===== config.mk =====
export PLATFORM = sky130hd
export DESIGN_NAME = addsub_seq
export DESIGN_NICKNAME = d
export VERILOG_FILES = /design/src/rtl/addsub_seq.sv
export SDC_FILE = /design/constraint.sdc
export NUM_CORES = 1
export LEC_CHECK = 0
export CAP_MARGIN = 30
export CELL_PAD_IN_SITES_DETAIL_PLACEMENT = 0
export CELL_PAD_IN_SITES_GLOBAL_PLACEMENT = 2
export CORE_ASPECT_RATIO = 1.2
export CORE_UTILIZATION = 40
export CTS_CLUSTER_SIZE = 25
export DETAILED_ROUTE_END_ITERATION = 12
export DONT_BUFFER_PORTS = 1
export PLACE_DENSITY_LB_ADDON = 0.1
export SLEW_MARGIN = 40
export SYNTH_ARGS = -nofsm -noshare
export SYNTH_HDL_FRONTEND = slang
export SYNTH_SLANG_ARGS = --single-unit

===== constraint.sdc =====
create_clock -name clk -period 2.8 [get_ports clk]
set_input_delay 0.84 -clock clk [delete_from_list [all_inputs] [get_ports clk]]
set_output_delay 0.84 -clock clk [all_outputs]
set_load 0.01 [all_outputs]

===== src/rtl/addsub_seq.sv =====
// addsub_seq: multi-cycle add/subtract unit processing CHUNK bits per clock.
// The operation is started with start and busy is high while it runs. done
// pulses for one cycle when result and the carry/overflow/zero/neg flags update.
module addsub_seq #(
   parameter int unsigned WIDTH = 32,
   parameter int unsigned CHUNK = 8
) (
   input  logic             clk,
   input  logic             clr,
   input  logic             start,
   input  logic             op,
   input  logic [WIDTH-1:0] a,
   input  logic [WIDTH-1:0] b,
   input  logic             cin,
   output logic             busy,
   output logic             done,
   output logic [WIDTH-1:0] result,
   output logic             cout,
   output logic             overflow,
   output logic             zero,
   output logic             neg
);

   localparam int unsigned NCHUNK = WIDTH / CHUNK;
   localparam int unsigned CW     = (NCHUNK > 1) ? $clog2(NCHUNK) : 1;
   localparam logic [CW-1:0] LastCnt = CW'(NCHUNK - 1);

   typedef enum logic [1:0] {StIdle, StRun, StDone} state_e;

   state_e           state_q, state_d;
   logic [WIDTH-1:0] a_q, a_d;
   logic [WIDTH-1:0] beff_q, beff_d;
   logic [WIDTH-1:0] acc_q, acc_d;
   logic             carry_q, carry_d;
   logic [CW-1:0]    cnt_q, cnt_d;
   logic             a_msb_q, a_msb_d;
   logic             b_msb_q, b_msb_d;
   logic [WIDTH-1:0] result_q, result_d;
   logic             cout_q, cout_d;
   logic             ovf_q, ovf_d;
   logic             zero_q, zero_d;
   logic             neg_q, neg_d;

   logic [WIDTH-1:0] beff_in;
   logic [CHUNK:0]   csum;

   assign beff_in = op ? ~b : b;

   // Operands shift right one chunk per cycle, so the low chunk is always the live one
   assign csum = {1'b0, a_q[CHUNK-1:0]} + {1'b0, beff_q[CHUNK-1:0]} + {{CHUNK{1'b0}}, carry_q};

   // Next-state and datapath: latch on accepted start, ripple one chunk per RUN cycle
   always_comb begin
      state_d  = state_q;
      a_d      = a_q;
      beff_d   = beff_q;
      acc_d    = acc_q;
      carry_d  = carry_q;
      cnt_d    = cnt_q;
      a_msb_d  = a_msb_q;
      b_msb_d  = b_msb_q;
      result_d = result_q;
      cout_d   = cout_q;
      ovf_d    = ovf_q;
      zero_d   = zero_q;
      neg_d    = neg_q;

      unique case (state_q)
         StIdle, StDone: begin
            if (start) begin
               a_d     = a;
               beff_d  = beff_in;
               carry_d = cin;
               a_msb_d = a[WIDTH-1];
               b_msb_d = beff_in[WIDTH-1];
               cnt_d   = '0;
               state_d = StRun;
            end else begin
               state_d = StIdle;
            end
         end
         StRun: begin
            a_d    = a_q >> CHUNK;
            beff_d = beff_q >> CHUNK;
            acc_d  = acc_q >> CHUNK;
            acc_d[WIDTH-1 -: CHUNK] = csum[CHUNK-1:0];
            carry_d = csum[CHUNK];
            cnt_d   = cnt_q + CW'(1);
            if (cnt_q == LastCnt) begin
               // Final chunk: publish the completed accumulator, never a partial sum
               result_d = acc_d;
               cout_d   = csum[CHUNK];
               ovf_d    = (a_msb_q == b_msb_q) && (acc_d[WIDTH-1] != a_msb_q);
               zero_d   = (acc_d == '0);
               neg_d    = acc_d[WIDTH-1];
               state_d  = StDone;
            end
         end
         default: state_d = StIdle;
      endcase
   end

   // FSM state register
   always_ff @(posedge clk or negedge clr) begin
      if (!clr) begin
         state_q <= StIdle;
      end else begin
         state_q <= state_d;
      end
   end

   // Datapath and output flag registers
   always_ff @(posedge clk or negedge clr) begin
      if (!clr) begin
         a_q      <= '0;
         beff_q   <= '0;
         acc_q    <= '0;
         carry_q  <= 1'b0;
         cnt_q    <= '0;
         a_msb_q  <= 1'b0;
         b_msb_q  <= 1'b0;
         result_q <= '0;
         cout_q   <= 1'b0;
         ovf_q    <= 1'b0;
         zero_q   <= 1'b0;
         neg_q    <= 1'b0;
      end else begin
         a_q      <= a_d;
         beff_q   <= beff_d;
         acc_q    <= acc_d;
         carry_q  <= carry_d;
         cnt_q    <= cnt_d;
         a_msb_q  <= a_msb_d;
         b_msb_q  <= b_msb_d;
         result_q <= result_d;
         cout_q   <= cout_d;
         ovf_q    <= ovf_d;
         zero_q   <= zero_d;
         neg_q    <= neg_d;
      end
   end

   assign busy     = (state_q == StRun);
   assign done     = (state_q == StDone);
   assign result   = result_q;
   assign cout     = cout_q;
   assign overflow = ovf_q;
   assign zero     = zero_q;
   assign neg      = neg_q;

endmodule

==> summary.txt <==
Placement
  – Placed wire-length estimate: 8.27 mm
  – Cell Area, Placed: 5840 sq um
  – Final weighted congestion of routability-driven global placement: 0.741
  – Number of port buffers: 0

Final layout
  – Number of nets in the finished design: 594
  – Finished Cell Area: 6430 sq um
  – Area grow syn2layout: 12.8%
  – Share of cells above drive strength 1: 13.5%
  – Final-layout fill cell count: 1339
  – Diodes inserted: 0

Critical path
  – R2R setup slack: 0.20 ns
  – Required time of the worst setup path: 3.14 ns
  – Worst-path cell chain: fa_1, fa_1, nor4_1, nand4_1, nor4_2, nand4_1, a211oi_2, a32o_1
  – Count of buffer and inverter cells on the critical path: 0
  – Maximum fanout along the worst path: 3
  – Crit path kind: reg -> reg
  – Critical path arrival: 2.94 ns
  – Largest incremental delay on the critical path: 0.49 ns
  – Endpoint class of the critical path: register
  – Master of the slowest instance on the critical path: sky130_fd_sc_hd__fa_1
  – Startpoint Class: register
  – Family with the most delay on the worst path: adder cells

Detailed routing
  – DRC violations left: 13
  – Top Metal Used: met4
  – Violation count after the first detailed-routing iteration: 168
  – First-pass DRT Iterations: 8
  – Routed met3 length: 792 um
  – Routed length on met1: 5.57 mm
  – Number of vias in the routed layout: 3747
  – Routed length per instance: 17.9 um
  – Routed Antenna Nets: 0
  – Total routed wirelength: 12.5 mm
  – Detailed-routed wire length on met2: 5.92 mm
  – Vias per cell: 5.38

Synthesis
  – Synthesis warning total: 0
  – Primary FF master, synth: sky130_fd_sc_hd__dfrtp_1
  – Most frequent cells after synthesis: 135 x sky130_fd_sc_hd__nand2_1, 130 x sky130_fd_sc_hd__dfrtp_1, 35 x sky130_fd_sc_hd__xnor2_1
  – Syn avg cell area: 10.9 sq um
  – Post-synthesis instance area: 5710 sq um
  – Share of the yosys chip area belonging to registers: 57.0%
  – Largest area contributor in the synthesized netlist: sky130_fd_sc_hd__dfrtp_1
  – Synth Net Count: 604
  – Post-synthesis async set-or-reset flop share: 100%
  – Synth Instances: 525
  – Number of storage elements in the synthesis netlist: 130
  – Number of synthesized flops with an enable pin: 0
  – Number of distinct library cells after synthesis: 43
  – Cell types with the largest area share after synthesis: sky130_fd_sc_hd__dfrtp_1 57%, sky130_fd_sc_hd__nand2_1 8.9%, sky130_fd_sc_hd__xnor2_1 5.4%
  – Area share of the largest cell type after synthesis: 57.0%
  – Most numerous cell in the Yosys netlist: sky130_fd_sc_hd__nand2_1

Timing
  – Final hold violations: 0
  – Final hold slack: 0.123 ns
  – Final critical-path required period: 2.60 ns
  – Final clock period utilization by the worst path: 92.9%
  – Worst-Margin Slew: 0.516 ns
  – Timing-limited maximum frequency: 385 MHz
  – RSZ-0062 raised after global routing: no
  – Count of final setup violators: 0
  – Clock skew: 0.00875 ns
  – Number of max-slew violations in the final report: 0
  – Max transition margin: 65.2%
  – Total negative setup slack: 0 ns

Clock tree
  – Clock tree from TritonCTS: done
  – CTS resizes: 0
  – Post-CTS setup buffer count: 0
  – Root cell of the clock tree: sky130_fd_sc_hd__clkbuf_16
  – Number of H-tree levels: 4
  – Clk Latency, worst-skew pair: 0.41 ns
  – Clock Path Buffers: 2
  – Cts hold-fix bufs: 0
  – Clk sinks: 130
  – CTS buffer count: 17
  – Clock transition at path regs: 0.05 ns

Min path
  – Hold Path Class: in -> async

Global route
  – GRT Overall Usage: 18.4%
  – Pin count of the biggest net entering global routing: 131
  – Number of global-route vias before repair: 3826
  – Antenna violations before repair: 0
  – First-pass GRT wire length: 20.7 mm
  – GR Overflow Total: 0

Power
  – Power density over cell area: 1320 nW/um^2
  – VDD IR max: 0.000501 V
  – Leakage power: 2.98 nW

Floorplan
  – Starting utilization of the core area: 41.1%
  – Top-level I/O count: 107
  – Vertical die dimension: 133 um
  – Total number of placement rows: 47
  – Core region area: 13900 sq um
  – Floorplan die area: 14700 sq um
  – DIE WIDTH: 111 um

Run status
  – Violated checks: DRC
  – Result of the run: finished, violations left

Flow run
  – Max-cap violation count: 0
-- layout by cell type, fill, tap and decap left out, types with 2 or more instances in the layout --
master and n:
sky130_fd_sc_hd__a211oi_2 3, sky130_fd_sc_hd__a21oi_1 3, sky130_fd_sc_hd__a221o_1 24, sky130_fd_sc_hd__a22o_1 8
sky130_fd_sc_hd__a22oi_1 25, sky130_fd_sc_hd__and3_1 2, sky130_fd_sc_hd__buf_12 2, sky130_fd_sc_hd__buf_4 4
sky130_fd_sc_hd__bufinv_16 3, sky130_fd_sc_hd__clkbuf_1 4, sky130_fd_sc_hd__clkbuf_16 17, sky130_fd_sc_hd__clkbuf_8 4
sky130_fd_sc_hd__clkinv_2 2, sky130_fd_sc_hd__dfrtp_1 130, sky130_fd_sc_hd__fa_1 2, sky130_fd_sc_hd__ha_1 8
sky130_fd_sc_hd__inv_2 2, sky130_fd_sc_hd__mux2_2 26, sky130_fd_sc_hd__nand2_1 135, sky130_fd_sc_hd__nand2b_1 3
sky130_fd_sc_hd__nand4_1 2, sky130_fd_sc_hd__nor2_1 31, sky130_fd_sc_hd__nor4_1 5, sky130_fd_sc_hd__o21ai_0 24
sky130_fd_sc_hd__xnor2_1 35
-- worst paths after layout --
check / depth (start not counted) / start / to
max in group asynchronous: 0 / clr / a_q[7]$_DFFE_PN0P_
min in group clk: 2 / a_q[8]$_DFFE_PN0P_ / a_q[8]$_DFFE_PN0P_
min reg2reg: 2 / a_q[8]$_DFFE_PN0P_ / a_q[8]$_DFFE_PN0P_
max: 8 / a_q[0]$_DFFE_PN0P_ / zero$_DFFE_PN0P_
min: 0 / clr / a_msb_q$_DFFE_PN0P_
max reg2reg: 8 / a_q[0]$_DFFE_PN0P_ / zero$_DFFE_PN0P_
-- registers in the layout (all words and copies together), names as in the netlist --
| register | flops |
|---|---|
| cnt_q | 2 |
| a_q | 32 |
| overflow | 1 |
| state_q | 2 |
| beff_q | 32 |
| cout | 1 |
| a_msb_q | 1 |
| result | 32 |
| b_msb_q | 1 |
| acc_q | 24 |
| zero | 1 |
| carry_q | 1 |
-- worst reg2reg max path: cells and delay by family (launching register included) --
kind	cells	cell delay [ns]
flops	1	0.39
simple gates	4	0.80
compound gates	2	0.36
fa+ha+maj	2	0.97
-- logic make-up after synthesis --
group / count (synthesis) / synth area share [%]
and+or+nand+nor: 191 / 14.0
DFF: 130 / 57.0
AOI/OAI and AO/OA: 95 / 12.9
buffers and inverters: 37 / 2.94
xor gates and xnor gates: 36 / 5.53
muxes: 26 / 5.13
adders and majority gates: 10 / 2.46
-- final cells by class --
| type | count | area [sq um] | area share (%) |
|---|---|---|---|
| sequential | 130 | 3250 | 50.6 |
| inverter | 2 | 7.51 | 0.117 |
| tap | 171 | 214 | 3.32 |
| clock buffer | 25 | 495 | 7.70 |
| timing repair buffer | 6 | 70.1 | 1.09 |
| clock inverter | 5 | 100 | 1.56 |
| multi-input combinational | 358 | 2290 | 35.7 |
-- through the flow --
stage               std cells  power, mW  util [%]  setup WS, ns
global route              697       9.12      46.4        0.0389
global placement          667       6.28      42.1         0.259
finish                    697       8.48      46.4         0.200
CTS                       697       8.60      46.4         0.131
floorplan                 525       5.57         -         0.407
detailed placement        667       6.34      42.1         0.148
-- routing by layer --
metal | global-route usage [%] | vias up
met4 | 7.58 | 0
met5 | 0 | -
met1 | 23.3 | 1836
met2 | 28.6 | 100
li1 | - | 1795
met3 | 6.55 | 16
-- power by group --
part | switching (mW) | internal, mW
Clock | 0.751 | 1.48
Sequential | 0.748 | 2.74
Combinational | 1.54 | 1.22
Total | 3.04 | 5.44
(Power assumes the default switching activity.)
